$ cat src/rtl/dsa_pkg.sv
// dsa_pkg: shared types and memory-map constants for the DSA pipeline
package dsa_pkg;
  typedef enum logic [2:0] {IDLE, CHECK, LOAD, FLUSH, DONE} loader_state_t;
  localparam logic [15:0] DSA_ADDR_INPUT = 16'd0;
  localparam logic [15:0] DSA_ADDR_OUTPUT = 16'd16384;
  localparam int DSA_INPUT_WORDS = 16384;
  localparam int PIX_PER_WORD = 4;
endpackage

$ cat src/rtl/dsa_byte_packer.sv
// dsa_byte_packer: packs bytes little-endian into 32-bit words with a lane mask
module dsa_byte_packer
  import dsa_pkg::*;
(
  input  logic        clk,
  input  logic        rst,
  input  logic        push,
  input  logic [7:0]  data,
  input  logic        last,
  input  logic        clear,
  output logic [31:0] word,
  output logic [3:0]  mask,
  output logic        word_ready
);
  logic [1:0]  lane;
  logic [31:0] acc, acc_nxt;
  logic [3:0]  acc_mask, mask_nxt;
  logic        fire;
  assign fire = push && (lane == 2'(PIX_PER_WORD - 1) || last);
  always_comb begin
    acc_nxt = acc;
    acc_nxt[{lane, 3'b000} +: 8] = data;
    mask_nxt = acc_mask | (4'b0001 << lane);
  end
  // a completed word moves to the output register so the accumulator is free next cycle
  always_ff @(posedge clk) begin
    if (rst || clear) begin
      lane <= '0;
      acc <= '0;
      acc_mask <= '0;
      word <= '0;
      mask <= '0;
      word_ready <= 1'b0;
    end else begin
      word_ready <= fire;
      word <= fire ? acc_nxt : '0;
      mask <= fire ? mask_nxt : '0;
      if (push) begin
        lane <= fire ? '0 : lane + 2'd1;
        acc <= fire ? '0 : acc_nxt;
        acc_mask <= fire ? '0 : mask_nxt;
      end
    end
  end
endmodule

$ cat src/rtl/dsa_pixel_loader.sv
// dsa_pixel_loader: streams 8-bit raster pixels into the shared RAM input region
module dsa_pixel_loader
  import dsa_pkg::*;
#(
  parameter int ADDR_W = 16,
  parameter int DIM_W = 9,
  parameter logic [ADDR_W-1:0] BASE_ADDR = ADDR_W'(DSA_ADDR_INPUT),
  parameter int MAX_WORDS = DSA_INPUT_WORDS
) (
  input  logic              clk,
  input  logic              rst,
  input  logic              i_start,
  input  logic [DIM_W-1:0]  i_img_width,
  input  logic [DIM_W-1:0]  i_img_height,
  input  logic              i_px_valid,
  input  logic [7:0]        i_px_data,
  output logic              o_px_ready,
  output logic [ADDR_W-1:0] o_mem_addr,
  output logic              o_mem_we,
  output logic [3:0]        o_mem_byte_en,
  output logic [31:0]       o_mem_wdata,
  output logic              o_busy,
  output logic              o_done,
  output logic              o_error,
  output logic [17:0]       o_pix_count
);
  loader_state_t state, nxt;
  logic [DIM_W-1:0]  w, h;
  logic [17:0]       total;
  logic [18:0]       words;
  logic [ADDR_W-1:0] idx;
  logic              start, bad, accept, last;
  assign start = state == IDLE && i_start;
  assign words = ({1'b0, total} + 19'd3) >> 2;
  assign bad = w == '0 || h == '0 || words > 19'(MAX_WORDS);
  assign accept = o_px_ready && i_px_valid;
  assign last = accept && (o_pix_count + 18'd1 == total);
  assign o_mem_addr = BASE_ADDR + idx;
  always_ff @(posedge clk) begin
    if (rst) state <= IDLE;
    else state <= nxt;
  end
  always_comb begin
    nxt = state;
    case (state)
      IDLE:  nxt = i_start ? CHECK : IDLE;
      CHECK: nxt = bad ? DONE : LOAD;
      LOAD:  nxt = last ? FLUSH : LOAD;
      FLUSH: nxt = DONE;
      default: nxt = IDLE;
    endcase
  end
  always_comb begin
    o_busy = state == CHECK || state == LOAD || state == FLUSH;
    o_px_ready = state == LOAD;
    o_done = state == DONE;
  end
  always_ff @(posedge clk) begin
    if (rst) begin
      w <= '0;
      h <= '0;
      total <= '0;
      idx <= '0;
      o_pix_count <= '0;
      o_error <= 1'b0;
    end else if (start) begin
      w <= i_img_width;
      h <= i_img_height;
      total <= 18'(i_img_width) * 18'(i_img_height);
      idx <= '0;
      o_pix_count <= '0;
      o_error <= 1'b0;
    end else begin
      if (accept) o_pix_count <= o_pix_count + 18'd1;
      if (o_mem_we) idx <= idx + 1'b1;
      if (state == CHECK && bad) o_error <= 1'b1;
    end
  end
  dsa_byte_packer u_packer (
    .clk(clk),
    .rst(rst),
    .push(accept),
    .data(i_px_data),
    .last(last),
    .clear(start),
    .word(o_mem_wdata),
    .mask(o_mem_byte_en),
    .word_ready(o_mem_we)
  );
endmodule

$ cat config.mk
export PLATFORM = sky130hd
export DESIGN_NAME = dsa_pixel_loader
export DESIGN_NICKNAME = d
export VERILOG_FILES = /design/src/rtl/dsa_pkg.sv /design/src/rtl/dsa_byte_packer.sv /design/src/rtl/dsa_pixel_loader.sv
export SDC_FILE = /design/constraint.sdc
export NUM_CORES = 1
export LEC_CHECK = 0
export ABC_AREA = 0
export CAP_MARGIN = 25
export CORE_MARGIN = 1
export CORE_UTILIZATION = 60
export CTS_BUF_LIST = sky130_fd_sc_hd__clkbuf_4 sky130_fd_sc_hd__clkbuf_8
export CTS_CLUSTER_SIZE = 25
export DETAILED_ROUTE_END_ITERATION = 10
export HOLD_SLACK_MARGIN = 0.12
export PLACE_DENSITY = 0.85
export SYNTH_ARGS = -nofsm -noshare
export SYNTH_HDL_FRONTEND = slang
export SYNTH_SLANG_ARGS = --single-unit
$ cat constraint.sdc
create_clock -name clk -period 7.8 [get_ports clk]
set_input_delay 1.56 -clock clk [delete_from_list [all_inputs] [get_ports clk]]
set_output_delay 1.56 -clock clk [all_outputs]
set_load 0.005 [all_outputs]
# == Word level (Yosys, flattened, before mapping) ==
# Index checks and enable logic that the tools add are counted.
# totals
ramBits,0
elab_cells,55
reg_bits,149
mem_bits_ro,0
out_inout_bits,75
input_bits,30
latch_bits,0
mem_count,0
# op_classes
muxes,8
eq_ne,6
n_addsub,5
n_shift,3
div_mod_pow,0
multipliers,1
n_reduce_logical,16
order_cmp,1
n_bitwise,2
# op_table
operator,n
32-bit bitwise mux,1
32-bit 2-to-1 mux,1
8-bit by 7-bit variable shift with 32-bit output (first input constant),1
8-bit by 7-bit indexed part select with 32-bit output,1
18-bit by 2-bit adder with 19-bit output (second input constant),1
18-bit by 1-bit adder with 18-bit output (second input constant),1
18-bit equality test,1
9-bit logical NOT,2
9-bit by 9-bit multiplier with 18-bit output,1
17-bit by 15-bit > comparator with 1-bit output (second input constant),1
16-bit by 1-bit adder with 16-bit output (second input constant),1
3-bit one-hot mux with 4 select lines,1
5-bit negation with 7-bit output,1
3-bit by 2-bit equality test with 1-bit output (second input constant),2
1-bit logical OR,6
1-bit logical AND,5
4-bit 2-to-1 mux,1
4-bit OR,1
2-bit OR reduction,2
1-bit by 2-bit << shifter with 4-bit output (first input constant),1
3-bit by 1-bit equality test with 1-bit output (second input constant),1
3-bit equality test (second input constant),1
3-bit logical NOT,1
3-bit 2-to-1 mux,1
5 further kinds,6

# == Longest topological paths before layout ==
# Gate-level depths: netlist of run 1.
# logic_depth
depth_word,7
mapped_depth,19
mapped_depth_nobuf,18

# == By module ==
# A second synthesis of run 1 with hierarchy kept.
# unflattened
hier_cells,1051
hier_area_um2,9062.4
# modules_own_cells
module,cells_each,n_inst,area_per_inst_um2,seq_area_each_um2
dsa_pixel_loader,763,1,6148.4,1481.4
dsa_byte_packer,288,1,2914.0,1501.4

# == Worst setup path after synthesis of run 1 ==
# Ideal clock, no wire load.
# synth_path
kind,input to register
startpoint,input port i_img_height[2]
endpoint,register total[16]
path_stages,16
t_arrival_ns,5.715
setup_ns,0.117
setup_slack_ns,1.968
cell_sequence,clkbuf_1 nand2_1 fa_1 inv_1 fa_1 inv_1 fa_1 fa_1 inv_1 ha_1 or3_1 o221a_2 o41ai_1 o21ai_0 xor2_1 a22o_1
# synth_between
elab_chain_len,1
# synth_lines
element,line_no,text
start: declaration,dsa_pixel_loader.sv:14,"input logic [DIM_W-1:0] i_img_height,"
9-bit by 9-bit multiplier with 18-bit output,dsa_pixel_loader.sv:69,total <= 18'(i_img_width) * 18'(i_img_height);
end signal: assignment,dsa_pixel_loader.sv:69,
end: declaration,dsa_pixel_loader.sv:29,logic [17:0] total;
# No other way between the ends.
# A chain may end at the register's enable or synchronous reset.

# == Worst setup path after layout of run 1 ==
# layout_path
startpoint,input port i_img_width[1]
endpoint,register total[16]
# layout_between
elab_chain_len,1
# layout_lines
element,line_no,text
start: declaration,dsa_pixel_loader.sv:13,"input logic [DIM_W-1:0] i_img_width,"
9-bit by 9-bit multiplier with 18-bit output,dsa_pixel_loader.sv:69,
# No other way between the ends.

==> flow_metrics.tcl, run 1 <==
set metrics [dict create \
    wl_per_cell_um 15.8 \
    synth.distinct_cells 59 \
    drtPass1Iterations 8 \
    clkLatencyLatePin_ns 0.45 \
    synthArstFlopShare_pct 0 \
    rows 44 \
    numClockSinks 149 \
    h-tree-depth 4 \
    ys_ff_latch 149 \
    clock-root-buffer "clkbuf_8" \
    power_leakage_nw 4.17 \
    slew_headroom_pct 37.6 \
    ys_seq_area_share_pct 33.5 \
    regArea_um2 2980 \
    postSynthCellCount 1057 \
    synth-edff-count 0 \
    grt_max_degree 40 \
    grt_pass1_wl_um 34800 \
    track_usage_pct 29.1 \
    drive_gt1_share_pct 5.10 \
    ir_worst_vdd_v 0.000129 \
    hold_viol_final 0 \
    rsz0062_at_grt "false" \
    multiInputGateArea_um2 5340 \
    max_freq_ghz 0.164 \
    grt_pass1_vias 7279 \
    worst_pin_slew_ns 0.929 \
    syn_nets 1185 \
    clk_pin_slew_ns 0.08 \
    synth_area_um2 8920 \
    syn_avg_cell_area_um2 8.44 \
    worstPathMaxFanout 10 \
    final_nets 1253 \
    cts_tree "done" \
    overflow 0 \
    io_buffers 104 \
    routed_via_density 5.69 \
    ys_top_cells_by_area "dfxtp_1 (33%), fa_1 (11%), ha_1 (6.7%)" \
    drtAntennaViolNets 0 \
    via_count 7522 \
    fin_crit_ns 6.11 \
    dieHeight_um 124 \
    initial_core_util_pct 61.4 \
    cp_data_arrival_time_ns 6.46 \
    dp.final_hpwl_um 15000 \
    cts_buffers 17 \
    whs_ns 0.450 \
    crit_required_ns 8.15 \
    antenna_found_initial 0 \
    drcViolationCount 0 \
    cts_setup_buffers 0 \
    outcome "completed" \
    setup_viol 0 \
    fin_crit_sh_pct 78.3 \
    routed_wl_um 20900 \
    criticalPathCategory "in2reg" \
    synth.most_common_cell "dfxtp_1" \
    p_per_area_nw_per_um2 215 \
    final_area_um2 10400 \
    die_w_um 124 \
    area_growth_pct 16.8 \
    place_area_um2 9970 \
    synth_commonest_cells "dfxtp_1 (149), nand2_1 (125), nor2_1 (98)" \
    first_iter_violations 510 \
    core_um2 14500 \
    die_area_um2 15400 \
    synth_top_area_share_pct 33.5 \
    synth_top_cell_by_area "dfxtp_1" \
    io_pins 105 \
    hold_class "reg2reg" \
    start_kind "input port" \
    antenna_cells 0 \
    endpoint_kind "register" \
    cts_hold_buf 0 \
    gp_congestion 0.925 \
    synthFlopType "dfxtp_1" \
    cts_resized 0 \
    drv_slew 0 \
    cap_violations 0 \
    tns_ns 0 \
    synth.yosys.warnings 0 \
    cts_buffer_depth 2 \
    fin_skew_ns 0.00918 \
    fill_cells 1121 \
]
final cells by class:
class	count	share of cell area [%]
multi-input cells	761	51.3
clock buffers	20	2.64
clock inverters	12	1.60
inverters	84	3.03
repair buffers	112	10.6
flip-flops and latches	149	28.7
well taps	184	2.21
cells in the final DEF, fill, tap and decap left out, types with 3 or more instances in the layout:
cell type	netlist	final
dfxtp_1	149	149
nand2_1	125	125
clkdlybuf4s50_1	0	104
nor2_1	98	97
inv_1	84	84
a21oi_1	82	82
fa_1	50	50
and2_1	48	48
ha_1	48	48
nor3_1	40	40
nor2b_1	33	33
a22oi_1	32	32
xnor2_1	31	31
xor2_1	27	27
nand3_1	22	22
clkbuf_8	0	20
o21ai_0	14	14
nor4_1	11	11
a211oi_1	9	9
or3_1	9	9
and3_1	9	9
nor3_2	9	9
nand4_1	8	8
buf_4	1	8
nand2b_1	6	6
a22o_1	4	4
o21a_1	4	4
inv_6	0	4
and4_1	3	3
o211ai_1	3	3
a21o_1	3	3
a31oi_1	3	3
bufinv_16	0	3
where the power goes:
part           switching [mW]  internal, mW
Sequential             0.0363         0.794
Clock                   0.307         0.349
Combinational           0.424         0.332
final timing paths:
check	startpoint	end	slack, ns	cells after the start
worst max-delay path	i_img_width[1]	total[16]	1.69	15
worst min-delay path	u_packer.acc_mask[3]	u_packer.acc_mask[3]	0.45	1
worst max register to register	state[2]	u_packer.lane[1]	4.66	8
worst min register to register	u_packer.acc_mask[3]	u_packer.acc_mask[3]	0.45	1
stage by stage:
stage,setup WS [ns],power (mW),utilization [%],cells
after floorplan,1.97,1.42,-,1057
after global placement,1.40,1.57,68.6,1290
after detailed placement,1.29,1.59,68.6,1290
after CTS,1.75,2.25,71.6,1322
after global routing,1.51,2.39,71.6,1322
final,1.69,2.24,71.6,1322
kinds of logic (layout without fill, tap and decap cells):
kind of cell | count (synthesis) | count (layout) | synth area share [%]
flops | 149 | 149 | 33.5
compound gates | 169 | 169 | 11.8
mux | 1 | 1 | 0.112
xor+xnor | 58 | 58 | 5.70
simple gates | 435 | 435 | 24.3
fa+ha+maj | 98 | 98 | 18.0
buf+inv | 147 | 228 | 6.69
sequential cells by signal, summed over array words and instances, names as in the netlist, 4 cells and up:
| register | count |
|---|---|
| u_packer.acc | 32 |
| u_packer.acc_mask | 4 |
| h | 9 |
| o_pix_count | 18 |
| u_packer.mask | 4 |
| w | 9 |
| idx | 16 |
| total | 18 |
| u_packer.word | 32 |
routing by layer:
metal | vias to the layer above | track usage, % | share of wire, % | wire (µm)
met1 | 3572 | 39.6 | 45 | 9390
li1 | 3646 | - | - | -
met5 | - | 0 | 0 | 0
met4 | 0 | 9.82 | 2.1 | 445
met2 | 262 | 46.3 | 47 | 9750
met3 | 42 | 5.77 | 6.1 | 1270
critical path: stages:
cell	delay (ns)
clkdlybuf4s50_1	0.60
and2_1	0.29
fa_1	0.53
fa_1	0.53
fa_1	0.54
inv_1	0.05
fa_1	0.52
inv_1	0.04
ha_1	0.24
or3_1	0.32
o221a_2	0.25
o41ai_1	0.42
o21ai_0	0.21
xor2_1	0.17
a22o_1	0.18
No activity file was read; power rests on OpenSTA's default activity.
==> run 2: changes to the inputs <==
--- a/config.mk
+++ b/config.mk
@@ -8,12 +8,12 @@
 export ABC_AREA = 0
 export CAP_MARGIN = 25
 export CORE_MARGIN = 1
-export CORE_UTILIZATION = 60
+export CORE_UTILIZATION = 53
 export CTS_BUF_LIST = sky130_fd_sc_hd__clkbuf_4 sky130_fd_sc_hd__clkbuf_8
 export CTS_CLUSTER_SIZE = 25
 export DETAILED_ROUTE_END_ITERATION = 10
 export HOLD_SLACK_MARGIN = 0.12
-export PLACE_DENSITY = 0.85
+export PLACE_DENSITY = 0.79
 export SYNTH_ARGS = -nofsm -noshare
 export SYNTH_HDL_FRONTEND = slang
 export SYNTH_SLANG_ARGS = --single-unit
==> constraint.sdc (replaced) <==
create_clock -name clk -period 5.55 [get_ports clk]
set_input_delay 1.11 -clock clk [delete_from_list [all_inputs] [get_ports clk]]
set_output_delay 1.11 -clock clk [all_outputs]
set_load 0.005 [all_outputs]
==> run 2 against run 1 <==
- highest routed layer unchanged
- flip-flop and latch count stayed put
- final cell count is 6.2% higher
- critical path depth stayed put
==> flow_metrics.tcl, run 2 (synthesis results as in run 1) <==
set metrics [dict create \
    tns_ns 0 \
    dieHeight_um 132 \
    cp.depth 15 \
    overflow 0 \
    track_usage_pct 25.3 \
    startpoint "i_img_width[5]" \
    regArea_um2 2980 \
    cts_setup_buffers 0 \
    antenna_cells 0 \
    rsz0062_at_grt "false" \
    layout_common_cells "dfxtp_1 (149), nand2_1 (125), clkdlybuf4s50_1 (103), nor2_1 (97), inv_1 (84)" \
    cpMaxStageDelayCell "fa_1" \
    fin_crit_sh_pct 95.6 \
    worst_pin_slew_ns 0.955 \
    core_um2 16500 \
    max_stage_delay_ns 0.55 \
    h-tree-depth 4 \
    die_w_um 132 \
    hold_viol_final 0 \
    multiInputGateArea_um2 5360 \
    hold_class "reg2reg" \
    fin_skew_ns 0.0138 \
    cts_buffers 17 \
    final_nets 1299 \
    criticalPathCategory "in2reg" \
    drive_gt1_share_pct 9.04 \
    clk_pin_slew_ns 0.07 \
    endpoint_kind "register" \
    drtAntennaViolNets 0 \
    io_buffers 104 \
    routed_via_density 5.44 \
    cts_tree "done" \
    drtPass1Iterations 6 \
    slew_headroom_pct 35.4 \
    clock-root-buffer "clkbuf_8" \
    gp_congestion 0.888 \
    die_area_um2 17300 \
    path_cells "clkdlybuf4s50_1 -> and2_1 -> fa_1 -> fa_1 -> fa_1 -> inv_1 -> fa_1 -> inv_1 -> ha_1 -> or3_1 -> o221a_2 -> o41ai_2 -> o21ai_0 -> xor2_1 -> a22o_1" \
    grt_pass1_vias 7405 \
    largest_registers "u_packer.acc x32, u_packer.word x32" \
    reg2reg_slack_ns 2.40 \
    worstPathMaxFanout 6 \
    outcome "completed" \
    whs_ns 0.451 \
    cp_common_cell "fa_1" \
    cts_buffer_depth 2 \
    routed_wl_um 21000 \
    fill_cells 1375 \
    numClockSinks 149 \
    rows 47 \
    fin_crit_ns 5.30 \
    drcViolationCount 0 \
    power_leakage_nw 4.40 \
    grt_max_degree 40 \
    drv_slew 0 \
    wl_per_cell_um 14.9 \
    max_freq_ghz 0.189 \
    p_per_area_nw_per_um2 303 \
    cap_violations 0 \
    area_growth_pct 21.2 \
    dp.final_hpwl_um 15600 \
    initial_core_util_pct 54.0 \
    r2r_end "u_packer.lane[1]" \
    crit_path_end "total[16]" \
    start_kind "input port" \
    via_count 7644 \
    ir_worst_vdd_v 0.000193 \
    reg2reg_from "o_pix_count[0]" \
    clkLatencyLatePin_ns 0.45 \
    cp_data_arrival_time_ns 5.64 \
    antenna_found_initial 0 \
    crit_buf_inv 3 \
    first_iter_violations 626 \
    crit_required_ns 5.89 \
    setup_viol 0 \
    final_common_cell "dfxtp_1" \
    io_pins 105 \
    critPathTopFamily "adder cells" \
    rr_worst_depth 9 \
    grt_pass1_wl_um 35800 \
]
==> run 2: cell types whose count changed in the layout (fill, tap and decap cells not counted), sizes merged <==
cell / change
dlymetal6s2s: +1
clkinv: +1
clkbuf: -1
inv: -1
clkdlybuf4s50: -1
buf: +46
clkinvlp: +1
==> run 2: per-stage QoR <==
step,power [mW],instances,instance area (µm²),worst slack (ns),utilization [%]
floorplan,2.00,1057,8920,0.168,-
global placement,2.34,1372,10400,-0.175,62.7
detailed placement,2.37,1372,10400,-0.274,62.7
CTS,3.28,1404,10800,0.184,65.3
global route,3.51,1404,10800,0.0116,65.4
finish,3.27,1404,10800,0.246,65.4
==> run 2: what timing repair did <==
action | 4_1_cts | 5_1_grt
resized for setup | 0 | 3
hold buffers | 0 | 0
endpoints found under the setup margin | 0 | 2
==> run 2: power by group <==
group	switching [mW]	leakage [nW]	internal (mW)
Clock	0.423	0.213	0.474
Combinational	0.628	2.98	0.579
Sequential	0.0507	1.21	1.12
Total	1.10	4.40	2.17
==> run 2: worst min path at each step <==
| stage | startpoint | end | slack [ns] | depth (start not counted) |
|---|---|---|---|---|
| after floorplan | u_packer.acc_mask[3] | u_packer.acc_mask[3] | 0.43 | 1 |
| after global placement | u_packer.acc_mask[3] | u_packer.acc_mask[3] | 0.44 | 1 |
| after detailed placement | u_packer.acc_mask[3] | u_packer.acc_mask[3] | 0.44 | 1 |
| after CTS | u_packer.acc_mask[3] | u_packer.acc_mask[3] | 0.45 | 1 |
| after global routing | u_packer.acc_mask[3] | u_packer.acc_mask[3] | 0.47 | 1 |
| final | u_packer.acc_mask[3] | u_packer.acc_mask[3] | 0.45 | 1 |
==> run 2: cell type report <==
| type | count | area share [%] |
|---|---|---|
| timing repair buffer | 158 | 13.4 |
| multi-input combinational | 761 | 49.6 |
| inverter | 84 | 2.92 |
| clock inverter | 13 | 1.55 |
| clock buffer | 19 | 2.42 |
| sequential | 149 | 27.6 |
| tap | 220 | 2.55 |
==> run 2: worst register-to-register path, cell delays in order, from the launching register on <==
cell	delay (ns)
dfxtp_1	0.50
ha_1	0.32
nand4_1	0.22
nor3_1	0.26
o211ai_1	0.13
a2111oi_0	0.48
o211ai_1	0.31
o21ba_1	0.27
buf_4	0.26
a32o_1	0.31
==> run 2: routing by layer <==
metal,track usage [%],wire length (µm)
met5,0,0
met4,7.04,343
met3,4.21,1120
met2,41.8,10100
met1,34.1,9440
==> run 3: changes to the inputs <==
--- a/config.mk
+++ b/config.mk
@@ -8,12 +8,11 @@
 export ABC_AREA = 0
 export CAP_MARGIN = 25
 export CORE_MARGIN = 1
-export CORE_UTILIZATION = 53
+export CORE_UTILIZATION = 40
 export CTS_BUF_LIST = sky130_fd_sc_hd__clkbuf_4 sky130_fd_sc_hd__clkbuf_8
 export CTS_CLUSTER_SIZE = 25
 export DETAILED_ROUTE_END_ITERATION = 10
 export HOLD_SLACK_MARGIN = 0.12
-export PLACE_DENSITY = 0.79
 export SYNTH_ARGS = -nofsm -noshare
 export SYNTH_HDL_FRONTEND = slang
 export SYNTH_SLANG_ARGS = --single-unit
==> run 3 against run 2 <==
- clock skew is 0.0066 ns higher
- die area is 32% higher
- critical path depth is 3 higher
- global-route usage shrank 5.6 points
- sequential share of layout area fell by 0.099 points
- power down 2.8%
- register-to-register slack got worse by 0.11 ns
- maximum frequency is 1.2% higher
- count of clock-buffer cells in the layout fell by 2
- via count down 3.4%
- combinational power barely moved
- hold slack better by 0.0063 ns
- critical path type unchanged
==> flow_metrics.tcl, run 3 (synthesis results as in run 1) <==
set metrics [dict create \
    cts_buffer_depth 2 \
    p_per_area_nw_per_um2 293 \
    drcViolationCount 0 \
    crit_required_ns 5.92 \
    fin_crit_sh_pct 94.4 \
    cp_data_arrival_time_ns 5.61 \
    wl_met2_um 9790 \
    outcome "completed" \
    cts_hold_buf 0 \
    slew_headroom_pct 57.4 \
    grt_max_degree 40 \
    wl_met1_um 10500 \
    worstPathMaxFanout 6 \
    layout_common_cells "dfxtp_1 (149), nand2_1 (125), clkdlybuf4s50_1 (104), nor2_1 (97), inv_1 (84)" \
    grt_pass1_wl_um 35300 \
    ir_worst_vdd_v 0.000118 \
    start_kind "input port" \
    track_usage_pct 19.7 \
    initial_core_util_pct 40.9 \
    endpoint_kind "register" \
    post-route-util_pct 49.7 \
    wl_per_cell_um 14.5 \
    rsz0062_at_grt "false" \
    routed_wl_um 21300 \
    power.total_mw 3.18 \
    dp.final_hpwl_um 16300 \
    drv_slew 0 \
    grt_pass1_vias 7080 \
    wl_met3_um 807 \
    antenna_found_initial 0 \
    clkLatencyLatePin_ns 0.46 \
    cts_buffers 17 \
    rows 54 \
    final_nets 1302 \
    gp_congestion 0.834 \
    cts_tree "done" \
    routed_via_density 5.04 \
    drtAntennaViolNets 0 \
    setup_viol 0 \
    die_w_um 151 \
    clock-root-buffer "clkbuf_8" \
    max_freq_ghz 0.191 \
    largest_registers "u_packer.acc x32, u_packer.word x32" \
    instances_no_fill 1465 \
    via_count 7387 \
    top_layer "met4" \
    drive_gt1_share_pct 9.03 \
    worst_pin_slew_ns 0.638 \
    hold_class "reg2reg" \
    drtPass1Iterations 5 \
    criticalPathCategory "in2reg" \
    clk_pin_slew_ns 0.08 \
    overflow 0 \
    numClockSinks 149 \
    cap_violations 0 \
    area_growth_pct 21.7 \
    io_pins 105 \
    h-tree-depth 4 \
    power_leakage_nw 4.37 \
    core_um2 21800 \
    hold_viol_final 0 \
    first_iter_violations 404 \
    die_area_um2 22900 \
    fin_crit_ns 5.24 \
    cts_setup_buffers 0 \
    antenna_cells 0 \
    final_common_cell "dfxtp_1" \
    io_buffers 104 \
    fin_skew_ns 0.0203 \
    dieHeight_um 151 \
    fill_cells 2172 \
    dp.cells 1434 \
]
-- run 3: cell type report --
class,count,area (µm²),share of cell area [%]
Multi-Input combinational cell,761,5350,49.3
Sequential cell,149,2980,27.5
Timing Repair Buffer,161,1470,13.5
Tap cell,280,350,3.23
Inverter,84,315,2.91
Clock buffer,17,234,2.16
Clock inverter,13,149,1.37
-- run 3: timing repair --
item                                   CTS  global route
gates resized for setup                  0             2
endpoints found under the hold margin    0             0
setup endpoints to repair                0             2
-- run 3: layer usage --
metal  vias to the layer above  global-route usage (%)
li1                       3732                       -
met1                      3508                    27.6
met2                       132                    31.2
met3                        15                    3.49
met4                         0                    4.90
met5                         -                       0
-- run 3: path summary, 6_finish.rpt --
check | start | end | slack, ns | depth (start not counted)
setup / recovery | i_img_width[5] | total[17] | 0.31 | 18
hold / removal | u_packer.acc_mask[3] | u_packer.acc_mask[3] | 0.46 | 1
setup reg to reg | o_pix_count[0] | u_packer.lane[1] | 2.29 | 9
hold reg to reg | u_packer.acc_mask[3] | u_packer.acc_mask[3] | 0.46 | 1
-- run 3: worst max-delay path, stage by stage --
cell and delay, ns:
clkdlybuf4s50_1 0.60, nand2_1 0.12, fa_1 0.54, inv_1 0.05
fa_1 0.49, inv_1 0.05, fa_1 0.46, fa_1 0.54
inv_1 0.04, ha_1 0.29, buf_4 0.14, o21ai_0 0.09
o21ai_0 0.12, a31oi_1 0.28, a21oi_2 0.12, a211oi_1 0.25
xnor2_1 0.09, a211oi_1 0.21
-- run 3: through the flow --
| step | hold WS [ns] | setup TNS [ns] | area [µm²] | setup slack, ns |
|---|---|---|---|---|
| after global placement | 0.436 | -0.690 | 10500 | -0.207 |
| after detailed placement | 0.439 | -0.890 | 10500 | -0.264 |
| final | 0.457 | 0 | 10800 | 0.309 |
| after global routing | 0.472 | 0 | 10800 | 0.0155 |
| after CTS | 0.452 | 0 | 10800 | 0.237 |
| after floorplan | 0.430 | 0 | 8920 | 0.168 |
-- run 3: power by group --
group	total (mW)	switching, mW	leakage [nW]	internal (mW)
clock network	0.826	0.426	0.185	0.400
registers	1.17	0.0523	1.21	1.12
logic	1.19	0.609	2.98	0.576
total	3.18	1.09	4.37	2.09
==> RTL edit, RTL diff (flow settings as in run 1) <==
Put one more register stage on the output `o_pix_count`, cleared by the reset. The value now appears one clock later. The other outputs are not delayed to match.
--- a/src/rtl/dsa_pixel_loader.sv
+++ b/src/rtl/dsa_pixel_loader.sv
@@ -24,6 +24,8 @@
   output logic              o_error,
   output logic [17:0]       o_pix_count
 );
+
+  logic [17:0] o_pix_count_s0;
   loader_state_t state, nxt;
   logic [DIM_W-1:0]  w, h;
   logic [17:0]       total;
@@ -34,7 +36,7 @@
   assign words = ({1'b0, total} + 19'd3) >> 2;
   assign bad = w == '0 || h == '0 || words > 19'(MAX_WORDS);
   assign accept = o_px_ready && i_px_valid;
-  assign last = accept && (o_pix_count + 18'd1 == total);
+  assign last = accept && (o_pix_count_s0 + 18'd1 == total);
   assign o_mem_addr = BASE_ADDR + idx;
   always_ff @(posedge clk) begin
     if (rst) state <= IDLE;
@@ -61,17 +63,17 @@
       h <= '0;
       total <= '0;
       idx <= '0;
-      o_pix_count <= '0;
+      o_pix_count_s0 <= '0;
       o_error <= 1'b0;
     end else if (start) begin
       w <= i_img_width;
       h <= i_img_height;
       total <= 18'(i_img_width) * 18'(i_img_height);
       idx <= '0;
-      o_pix_count <= '0;
+      o_pix_count_s0 <= '0;
       o_error <= 1'b0;
     end else begin
-      if (accept) o_pix_count <= o_pix_count + 18'd1;
+      if (accept) o_pix_count_s0 <= o_pix_count_s0 + 18'd1;
       if (o_mem_we) idx <= idx + 1'b1;
       if (state == CHECK && bad) o_error <= 1'b1;
     end
@@ -87,5 +89,13 @@
     .mask(o_mem_byte_en),
     .word_ready(o_mem_we)
   );
+  always_ff @(posedge clk) begin
+    if (rst) begin
+      o_pix_count <= '0;
+    end else begin
+      o_pix_count <= o_pix_count_s0;
+    end
+  end
+
 endmodule
 
Check against the original RTL: not equivalent (a bounded check fails within 4 cycles, from zero or initial values and one cycle with rst high).
==> RTL edit against run 1 <==
Final area grew 8.6%. Non-clock buffer count grew 3. Area after synthesis grew 10%. Die area grew 9.8%. Sequential share of layout area grew 0.93 points. Highest routed layer unchanged. Clock skew grew 7.5 ps. Largest cell class unchanged. Power grew 4.5%. Fmax shrank 0.42%. Wire length grew 6.4%. Sequential cell count grew 18. Setup slack lost 26 ps. Global-route usage shrank 1.1 points. Synthesized cell count grew 4.6%.
==> RTL edit: results (changes against run 1) <==
reg2reg setup slack: 4780 ps (was 4660 ps)
gr ovfl total: 0 (unchanged)
post-synthesis sequential area ratio: 34.1% (was 33.5%)
largest cells by area after synthesis: dfxtp_1 34%, fa_1 10%, ha_1 6.1% (was dfxtp_1 33%, fa_1 11%, ha_1 6.7%)
Via density: 5.66 (was 5.69)
Commonest cells post-synth: 167 x dfxtp_1, 119 x nand2_1, 88 x inv_1 (was 149 x dfxtp_1, 125 x nand2_1, 98 x nor2_1)
vias in the first global route: 7601 (was 7279)
Post-DP HPWL: 16200 um (was 15000 um)
drt pass-1 iters: 7 (was 8)
arrival time at the worst endpoint: 6510 ps (was 6460 ps)
Fillers: 1222 (was 1121)
FF-to-FF End: u_packer.word[14] (was u_packer.lane[1])
status: finished clean (unchanged)
Slew @ Worst Pin: 1070 ps (was 929 ps)
Place WS: 1280 ps (was 1290 ps)
Leak Pwr: 4.41 nW (was 4.17 nW)
Clock Skews: 16.7 ps (was 9.18 ps)
worst reg-to-reg path cell count: 7 (was 8)
R2R Path Start: o_pix_count_s0[2] (was state[2])
initial DRC count: 660 (was 510)
gr usage total: 28.0% (was 29.1%)
placed cell areas: 10900 um2 (was 9970 um2)
Final Wtd Congestion: 0.890 (was 0.925)
cell depth of the worst min-delay path: 2 (was 1)
max incr delay on CP: 720 ps (was 600 ps)
layout cell share with drive strength beyond 1: 8.95% (was 5.10%)
first-pass GRT wire length: 36900 um (was 34800 um)
largest net degree at the start of global routing: 60 (was 40)
## RTL edit: cells by family after synthesis
| family | count (synthesis) | synth area share (%) |
|---|---|---|
| xor gates and xnor gates | 55 | 5.05 |
| and+or+nand+nor | 457 | 26.9 |
| buffers and inverters | 156 | 6.64 |
| muxes | 2 | 0.204 |
| AOI/OAI and AO/OA | 171 | 10.8 |
| DFF | 167 | 34.1 |
| adders and majority gates | 98 | 16.3 |
## RTL edit: worst max path at each step
stage                          startpoint        end  slack [ps]  cells after the start
after global placement    i_img_height[2]  total[17]        1470                     16
final                     i_img_height[2]  total[17]        1660                     16
after floorplan           i_img_height[2]  total[17]        2120                     16
after global routing       i_img_width[2]  total[16]        1490                     18
after CTS                 i_img_height[2]  total[17]        1760                     16
after detailed placement  i_img_height[2]  total[17]        1280                     16
## RTL edit: cell type report
cell class,count,area [um2],area share [%]
well taps,216,270,2.39
repair buffers,115,1110,9.85
multi-input cells,783,5850,51.7
clock buffers,22,290,2.57
flip-flops and latches,167,3340,29.6
inverters,88,330,2.92
clock inverters,10,106,0.941
## RTL edit: worst reg2reg max path: cells and delay by family (launching register included)
kind                   cells  cell delay [ps]
flip-flops                 1              530
AO/OA/AOI/OAI              2              710
AND/OR/NAND/NOR            4             1180
buffers and inverters      1              460
## RTL edit: where the power goes
group | switching, mW | internal [mW]
clock | 0.321 | 0.291
combinational | 0.474 | 0.333
sequential | 0.0385 | 0.886
total | 0.833 | 1.51
## RTL edit: metal layers
layer | up-vias | share of wire, % | track usage, %
li1 | 3840 | - | -
met2 | 258 | 49 | 47.9
met5 | - | 0 | 0
met1 | 3791 | 44 | 35.9
met4 | 0 | 1.7 | 7.87
met3 | 41 | 5.1 | 5.58
## RTL edit: through the flow
step | util (%) | std cells | hold slack, ps | power (mW)
CTS | 70.9 | 1401 | 460 | 2.34
finish | 70.9 | 1401 | 461 | 2.34
detailed placement | 68.4 | 1369 | 447 | 1.73
floorplan | - | 1106 | 436 | 1.53
global placement | 68.3 | 1367 | 444 | 1.71
global route | 70.9 | 1401 | 483 | 2.48
